--- src/rtl/axi_lite_defs_pkg.sv ---
// Shared definitions for the AXI4-Lite command queue: FSM state encoding,
// operation codes and default bus widths.
package axi_lite_defs_pkg;

    localparam int unsigned ADDR_W_DEF = 32;
    localparam int unsigned DATA_W_DEF = 32;

    localparam logic OP_READ  = 1'b0;
    localparam logic OP_WRITE = 1'b1;

    typedef enum logic [1:0] {
        IDLE  = 2'd0,
        ISSUE = 2'd1,
        WAIT  = 2'd2,
        RESP  = 2'd3
    } state_t;

endpackage

--- src/rtl/axi_lite_cmd_fifo.sv ---
// Generic synchronous FIFO: push/pop with full/empty flags and an occupancy
// count. Pushes while full and pops while empty are dropped.
module axi_lite_cmd_fifo #(
    parameter int unsigned WIDTH = 65,
    parameter int unsigned DEPTH = 4
) (
    input  logic                     clk,
    input  logic                     reset,
    input  logic                     push_i,
    input  logic [WIDTH-1:0]         wdata_i,
    input  logic                     pop_i,
    output logic [WIDTH-1:0]         rdata_o,
    output logic                     full_o,
    output logic                     empty_o,
    output logic [$clog2(DEPTH):0]   level_o
);

    localparam int unsigned PTR_W = $clog2(DEPTH);
    localparam int unsigned LVL_W = PTR_W + 1;

    logic [WIDTH-1:0] mem_q [DEPTH];
    logic [PTR_W-1:0] wr_ptr_q;
    logic [PTR_W-1:0] rd_ptr_q;
    logic [LVL_W-1:0] level_q;
    logic             do_push;
    logic             do_pop;

    assign full_o  = (level_q == LVL_W'(DEPTH));
    assign empty_o = (level_q == '0);
    assign do_push = push_i && !full_o;
    assign do_pop  = pop_i && !empty_o;
    assign rdata_o = mem_q[rd_ptr_q];
    assign level_o = level_q;

    // Pointer and occupancy tracking; pointers wrap naturally at DEPTH.
    always_ff @(posedge clk) begin
        if (reset) begin
            wr_ptr_q <= '0;
            rd_ptr_q <= '0;
            level_q  <= '0;
        end else begin
            if (do_push) wr_ptr_q <= wr_ptr_q + PTR_W'(1);
            if (do_pop)  rd_ptr_q <= rd_ptr_q + PTR_W'(1);
            case ({do_push, do_pop})
                2'b10:   level_q <= level_q + LVL_W'(1);
                2'b01:   level_q <= level_q - LVL_W'(1);
                default: level_q <= level_q;
            endcase
        end
    end

    // Storage array; contents need no reset since occupancy gates reads.
    always_ff @(posedge clk) begin
        if (do_push) mem_q[wr_ptr_q] <= wdata_i;
    end

endmodule

--- src/rtl/axi_lite_cmd_queue.sv ---
// Command front-end for the AXI4-Lite top: buffers client commands, replays
// them one at a time as wr_en/rd_en pulses, waits for the matching done and
// returns a response over a valid/ready channel.
// Optional: define AXI_LITE_CMDQ_STATS_EN to add saturating wr_count/rd_count.
module axi_lite_cmd_queue
    import axi_lite_defs_pkg::*;
#(
    parameter int unsigned DEPTH  = 4,
    parameter int unsigned ADDR_W = ADDR_W_DEF,
    parameter int unsigned DATA_W = DATA_W_DEF
) (
    input  logic                    clk,
    input  logic                    reset,
    input  logic                    cmd_valid,
    output logic                    cmd_ready,
    input  logic                    cmd_write,
    input  logic [ADDR_W-1:0]       cmd_addr,
    input  logic [DATA_W-1:0]       cmd_wdata,
    output logic [$clog2(DEPTH):0]  cmd_level,
    output logic                    rsp_valid,
    input  logic                    rsp_ready,
    output logic                    rsp_write,
    output logic [DATA_W-1:0]       rsp_rdata,
    output logic                    wr_en,
    output logic                    rd_en,
    output logic [ADDR_W-1:0]       addr,
    output logic [DATA_W-1:0]       wdata_in,
    input  logic [DATA_W-1:0]       rdata_out,
    input  logic                    read_done,
    input  logic                    write_done
`ifdef AXI_LITE_CMDQ_STATS_EN
    ,
    output logic [15:0]             wr_count,
    output logic [15:0]             rd_count
`endif
);

    localparam int unsigned ENTRY_W = 1 + ADDR_W + DATA_W;

    state_t              state_q;
    logic                op_q;
    logic [ADDR_W-1:0]   addr_q;
    logic [DATA_W-1:0]   wdata_q;
    logic                wr_en_q;
    logic                rd_en_q;
    logic                rsp_valid_q;
    logic                rsp_write_q;
    logic [DATA_W-1:0]   rsp_rdata_q;

    logic [ENTRY_W-1:0]  fifo_rdata;
    logic                fifo_full;
    logic                fifo_empty;
    logic                pop;
    logic                head_write;
    logic [ADDR_W-1:0]   head_addr;
    logic [DATA_W-1:0]   head_wdata;
    logic                done_match;

    axi_lite_cmd_fifo #(
        .WIDTH (ENTRY_W),
        .DEPTH (DEPTH)
    ) u_fifo (
        .clk     (clk),
        .reset   (reset),
        .push_i  (cmd_valid),
        .wdata_i ({cmd_write, cmd_addr, cmd_wdata}),
        .pop_i   (pop),
        .rdata_o (fifo_rdata),
        .full_o  (fifo_full),
        .empty_o (fifo_empty),
        .level_o (cmd_level)
    );

    assign {head_write, head_addr, head_wdata} = fifo_rdata;
    assign pop        = (state_q == IDLE) && !fifo_empty;
    assign done_match = (op_q == OP_WRITE) ? write_done : read_done;
    assign cmd_ready  = !fifo_full;

    // Request/response sequencer; wr_en/rd_en are loaded on the IDLE->ISSUE
    // transition so the pulse lines up with the ISSUE cycle.
    always_ff @(posedge clk) begin
        if (reset) begin
            state_q     <= IDLE;
            op_q        <= OP_READ;
            addr_q      <= '0;
            wdata_q     <= '0;
            wr_en_q     <= 1'b0;
            rd_en_q     <= 1'b0;
            rsp_valid_q <= 1'b0;
            rsp_write_q <= 1'b0;
            rsp_rdata_q <= '0;
        end else begin
            wr_en_q <= 1'b0;
            rd_en_q <= 1'b0;
            case (state_q)
                IDLE: begin
                    if (!fifo_empty) begin
                        op_q    <= head_write;
                        addr_q  <= head_addr;
                        wdata_q <= head_wdata;
                        wr_en_q <= (head_write == OP_WRITE);
                        rd_en_q <= (head_write == OP_READ);
                        state_q <= ISSUE;
                    end
                end
                ISSUE: state_q <= WAIT;
                WAIT: begin
                    if (done_match) begin
                        rsp_valid_q <= 1'b1;
                        rsp_write_q <= op_q;
                        rsp_rdata_q <= (op_q == OP_READ) ? rdata_out : '0;
                        state_q     <= RESP;
                    end
                end
                RESP: begin
                    if (rsp_ready) begin
                        rsp_valid_q <= 1'b0;
                        state_q     <= IDLE;
                    end
                end
                default: state_q <= IDLE;
            endcase
        end
    end

    assign wr_en     = wr_en_q;
    assign rd_en     = rd_en_q;
    assign addr      = addr_q;
    assign wdata_in  = wdata_q;
    assign rsp_valid = rsp_valid_q;
    assign rsp_write = rsp_write_q;
    assign rsp_rdata = rsp_rdata_q;

`ifdef AXI_LITE_CMDQ_STATS_EN
    logic [15:0] wr_cnt_q;
    logic [15:0] rd_cnt_q;

    // Saturating completion counters, stepped on the matching done in WAIT.
    always_ff @(posedge clk) begin
        if (reset) begin
            wr_cnt_q <= '0;
            rd_cnt_q <= '0;
        end else if (state_q == WAIT) begin
            if (op_q == OP_WRITE && write_done && wr_cnt_q != 16'hFFFF)
                wr_cnt_q <= wr_cnt_q + 16'd1;
            if (op_q == OP_READ && read_done && rd_cnt_q != 16'hFFFF)
                rd_cnt_q <= rd_cnt_q + 16'd1;
        end
    end

    assign wr_count = wr_cnt_q;
    assign rd_count = rd_cnt_q;
`endif

endmodule

--- config.mk ---
export PLATFORM = sky130hd
export DESIGN_NAME = axi_lite_cmd_queue
export DESIGN_NICKNAME = d
export VERILOG_FILES = /design/src/rtl/axi_lite_defs_pkg.sv /design/src/rtl/axi_lite_cmd_fifo.sv /design/src/rtl/axi_lite_cmd_queue.sv
export SDC_FILE = /design/constraint.sdc
export NUM_CORES = 1
export LEC_CHECK = 0
export CAP_MARGIN = 20
export CELL_PAD_IN_SITES_DETAIL_PLACEMENT = 1
export CELL_PAD_IN_SITES_GLOBAL_PLACEMENT = 2
export CORE_MARGIN = 3
export CORE_UTILIZATION = 30
export CTS_CLUSTER_SIZE = 10
export DETAILED_ROUTE_END_ITERATION = 12
export GPL_ROUTABILITY_DRIVEN = 0
export PLACE_DENSITY = 0.69
export SLEW_MARGIN = 40
export SYNTH_ARGS = -nofsm -noshare
export SYNTH_HDL_FRONTEND = slang
export SYNTH_HIERARCHICAL = 1
export SYNTH_SLANG_ARGS = --single-unit
--- constraint.sdc ---
create_clock -name clk -period 2.79 [get_ports clk]
set_clock_uncertainty 0.05 [all_clocks]
set_input_delay 0.558 -clock clk [delete_from_list [all_inputs] [get_ports clk]]
set_output_delay 0.558 -clock clk [all_outputs]
set_load 0.02 [all_outputs]
==> results.ini <==
[final_layout]
mostFrequentLayoutCells=260 x edfxtp_1, 205 x clkdlybuf4s50_1, 164 x nand2_1
final_cells=1701
num_antenna_cells=0
area_growth_pct=30.54
drive_gt1_share_pct=13.80
num-nets-final=1186
final_common_cell=edfxtp_1
final_cell_area_mm2=0.01775

[cts]
clkLatencyLatePin_ns=0.56
tritoncts=done
htree_levels=2
cts.sinks=372
cts_root_buf=clkbuf_16
hold_buffers=0
numCtsBuffers=44
clk_pin_slew_worst_paths_ns=0.06
clk_path_buf_depth=3

[yosys]
yosysSeqAreaShare_pct=73.93
synthAdderAreaFrac_pct=0.8836
ys_types=36
synthMuxAreaShare_pct=11.09
synth-xor-area-share_pct=0.1933
synthCells=852
synth.largest_area_cell=edfxtp_1
synthesis.nets=964
synth_top_family_by_area=multiplexers
synthSimpleGateAreaFrac_pct=5.734
synth_seq_cells=372
synth_area_leaders=edfxtp_1 57%, dfxtp_1 16%, mux4_2 11%, nand2_1 4.5%, a21oi_1 3.7%
syn_avg_cell_area_um2=15.96
yosysTopAreaCellShare_pct=57.43
synth_compound_area_share_pct=5.338
synth.yosys.warnings=6
synthesis.area_mm2=0.01359

[power]
leakagePower_nw=5.706
cellPowerDensity_mw_per_mm2=972.6
peakVddDrop_mv=0.8096

[critical_path]
cp.required_ns=2.18
start_kind=flop
cp_max_fo=6
reg2reg_slack_ns=0.42
end_kind=output port
critPathKind=flop to output port
worst_ep_arrival_time_ns=1.89

[routing]
drcViolationCount=0
ant_nets=0
wl_per_cell_um=19.56
via_per_inst=4.577
routed_wl_um=33280
drt-pass1-iter-count=4
first_iter_violations=516
vias=7786

[sta]
finalWorstSetupSlack_ns=0.2893
slew_headroom_pct=54.42
tns_ns=0
min_period_ns=2.501
rsz0062_at_grt=false
hold_violations=0
tightest_slew_ns=0.6837
fin_crit_sh_pct=89.63
timing.fmax_mhz=399.9
slew_viol_final=0
setup_viol=0

[floorplanning]
fp.dieH_um=218.9
initial_core_util_pct=30.54
core_mm2=0.04451
die_w_um=218.9
rows=77
dieArea_mm2=0.04790
io_pins=207

[placed_design]
pre_cts_slack_ns=0.1129
port_buffers=206
dp.cells=1620
hpwl_um=19620
placed_area_mm2=0.01641

[global_route]
grt_max_degree=68
grt_pass1_vias=8460
grt_usage_pct=13.87
grt_pass1_wl_um=50560
antenna_found_initial=4
gr-total-overflow=0

[hold_path]
hold_class=input port to flop

[status]
status=completed

[flow_run]
maxCapViolCount=0

[per-layer routing]
metal | part of all wire (%) | global-route usage, % | routed length, µm
met2 | 47 | 22.88 | 15750
met5 | 0.17 | 0 | 56
met3 | 6.5 | 3.351 | 2152
met4 | 1.9 | 4.169 | 636
met1 | 44 | 18.22 | 14680
[per-stage QoR]
stage          power, mW  utilization [%]  hold WS [ns]
3_3_place_gp       12.18            36.84        0.3942
3_5_place_dp       12.26            36.86        0.3958
2_1_floorplan      10.24                -        0.4091
5_1_grt            18.28            39.87        0.2938
4_1_cts            17.65            39.86        0.2675
6_report           17.26            39.87        0.3121
[kinds of logic after synthesis]
logic type	count (synthesis)
multiplexers	69
adder cells (fa/ha/maj)	9
AND/OR/NAND/NOR	192
buffers and inverters	66
AO/OA/AOI/OAI	141
XOR/XNOR	3
flip-flops	372
[what timing repair did]
action / 4_1_cts / 5_1_grt
setup endpoints to repair: 0 / 1
buffers inserted: 0 / 0
hold endpoints to repair: 0 / 0
resized for setup: 0 / 1
[final cells by class]
| class | instances | area, µm² |
|---|---|---|
| clock buffers | 76 | 1272 |
| multi-input cells | 414 | 3178 |
| repair buffers | 228 | 2382 |
| flip-flops and latches | 372 | 10060 |
| fillers | 4524 | 26760 |
| well taps | 592 | 740.7 |
| inverters | 14 | 53.80 |
| clock inverters | 5 | 61.31 |
[final timing paths]
check | from | to | cells after the start
worst min-delay path | reset | rsp_rdata[22]$_SDFFE_PP0P_ | 2
worst max-delay path | u_fifo/level_o[2]$_SDFFE_PP0P_ | cmd_ready | 3
worst min register to register | addr[1]$_SDFFE_PP0P_ | addr[1]$_SDFFE_PP0P_ | 2
worst max register to register | state_q[0]$_SDFFE_PP0P_ | u_fifo/level_o[2]$_SDFFE_PP0P_ | 12
[where the power goes]
part,leakage [nW],internal [mW],switching [mW]
Sequential,3.30,6.74,0.407
Clock,0.639,3.10,2.15
Combinational,1.77,2.15,2.71
Total,5.71,12.0,5.26
[cells in the mapped netlist]
cell type    n
a211oi_2     1
a21oi_1    101
a221o_1      1
and2_1       1
and2_2       3
and3b_1      1
buf_1        1
buf_12       5
buf_2       21
buf_4        5
buf_6        1
clkbuf_1    16
clkbuf_2     3
dfxtp_1    112
edfxtp_1   260
fa_1         1
ha_1         8
inv_1       13
inv_2        1
mux2i_1      3
mux2i_2      1
mux4_2      65
nand2_1    164
nand2b_1     5
nand3b_1     1
nor2_1       7
nor2_2       1
nor2b_1      1
nor3_1       3
nor3b_1      2
o21a_1       1
o21ai_0     32
o21ai_1      3
o31ai_1      2
or3_1        3
xor2_1       3
[sequential cells by signal (all words and copies together) (netlist names), 2 cells and up, named ones only]
| name | flops |
|---|---|
| wdata_in | 32 |
| state_q | 2 |
| rsp_rdata | 32 |
| addr | 32 |
| u_fifo/wr_ptr_q | 2 |
| u_fifo/level_o | 3 |
| u_fifo/mem_q | 260 |
| u_fifo/rd_ptr_q | 2 |
[worst max-delay path, cell delays in order, from the launching register on]
cell             delay (ns)
dfxtp_1                0.41
nor3b_2                0.30
inv_1                  0.06
clkdlybuf4s50_1        0.56
(Power assumes the default switching activity.)
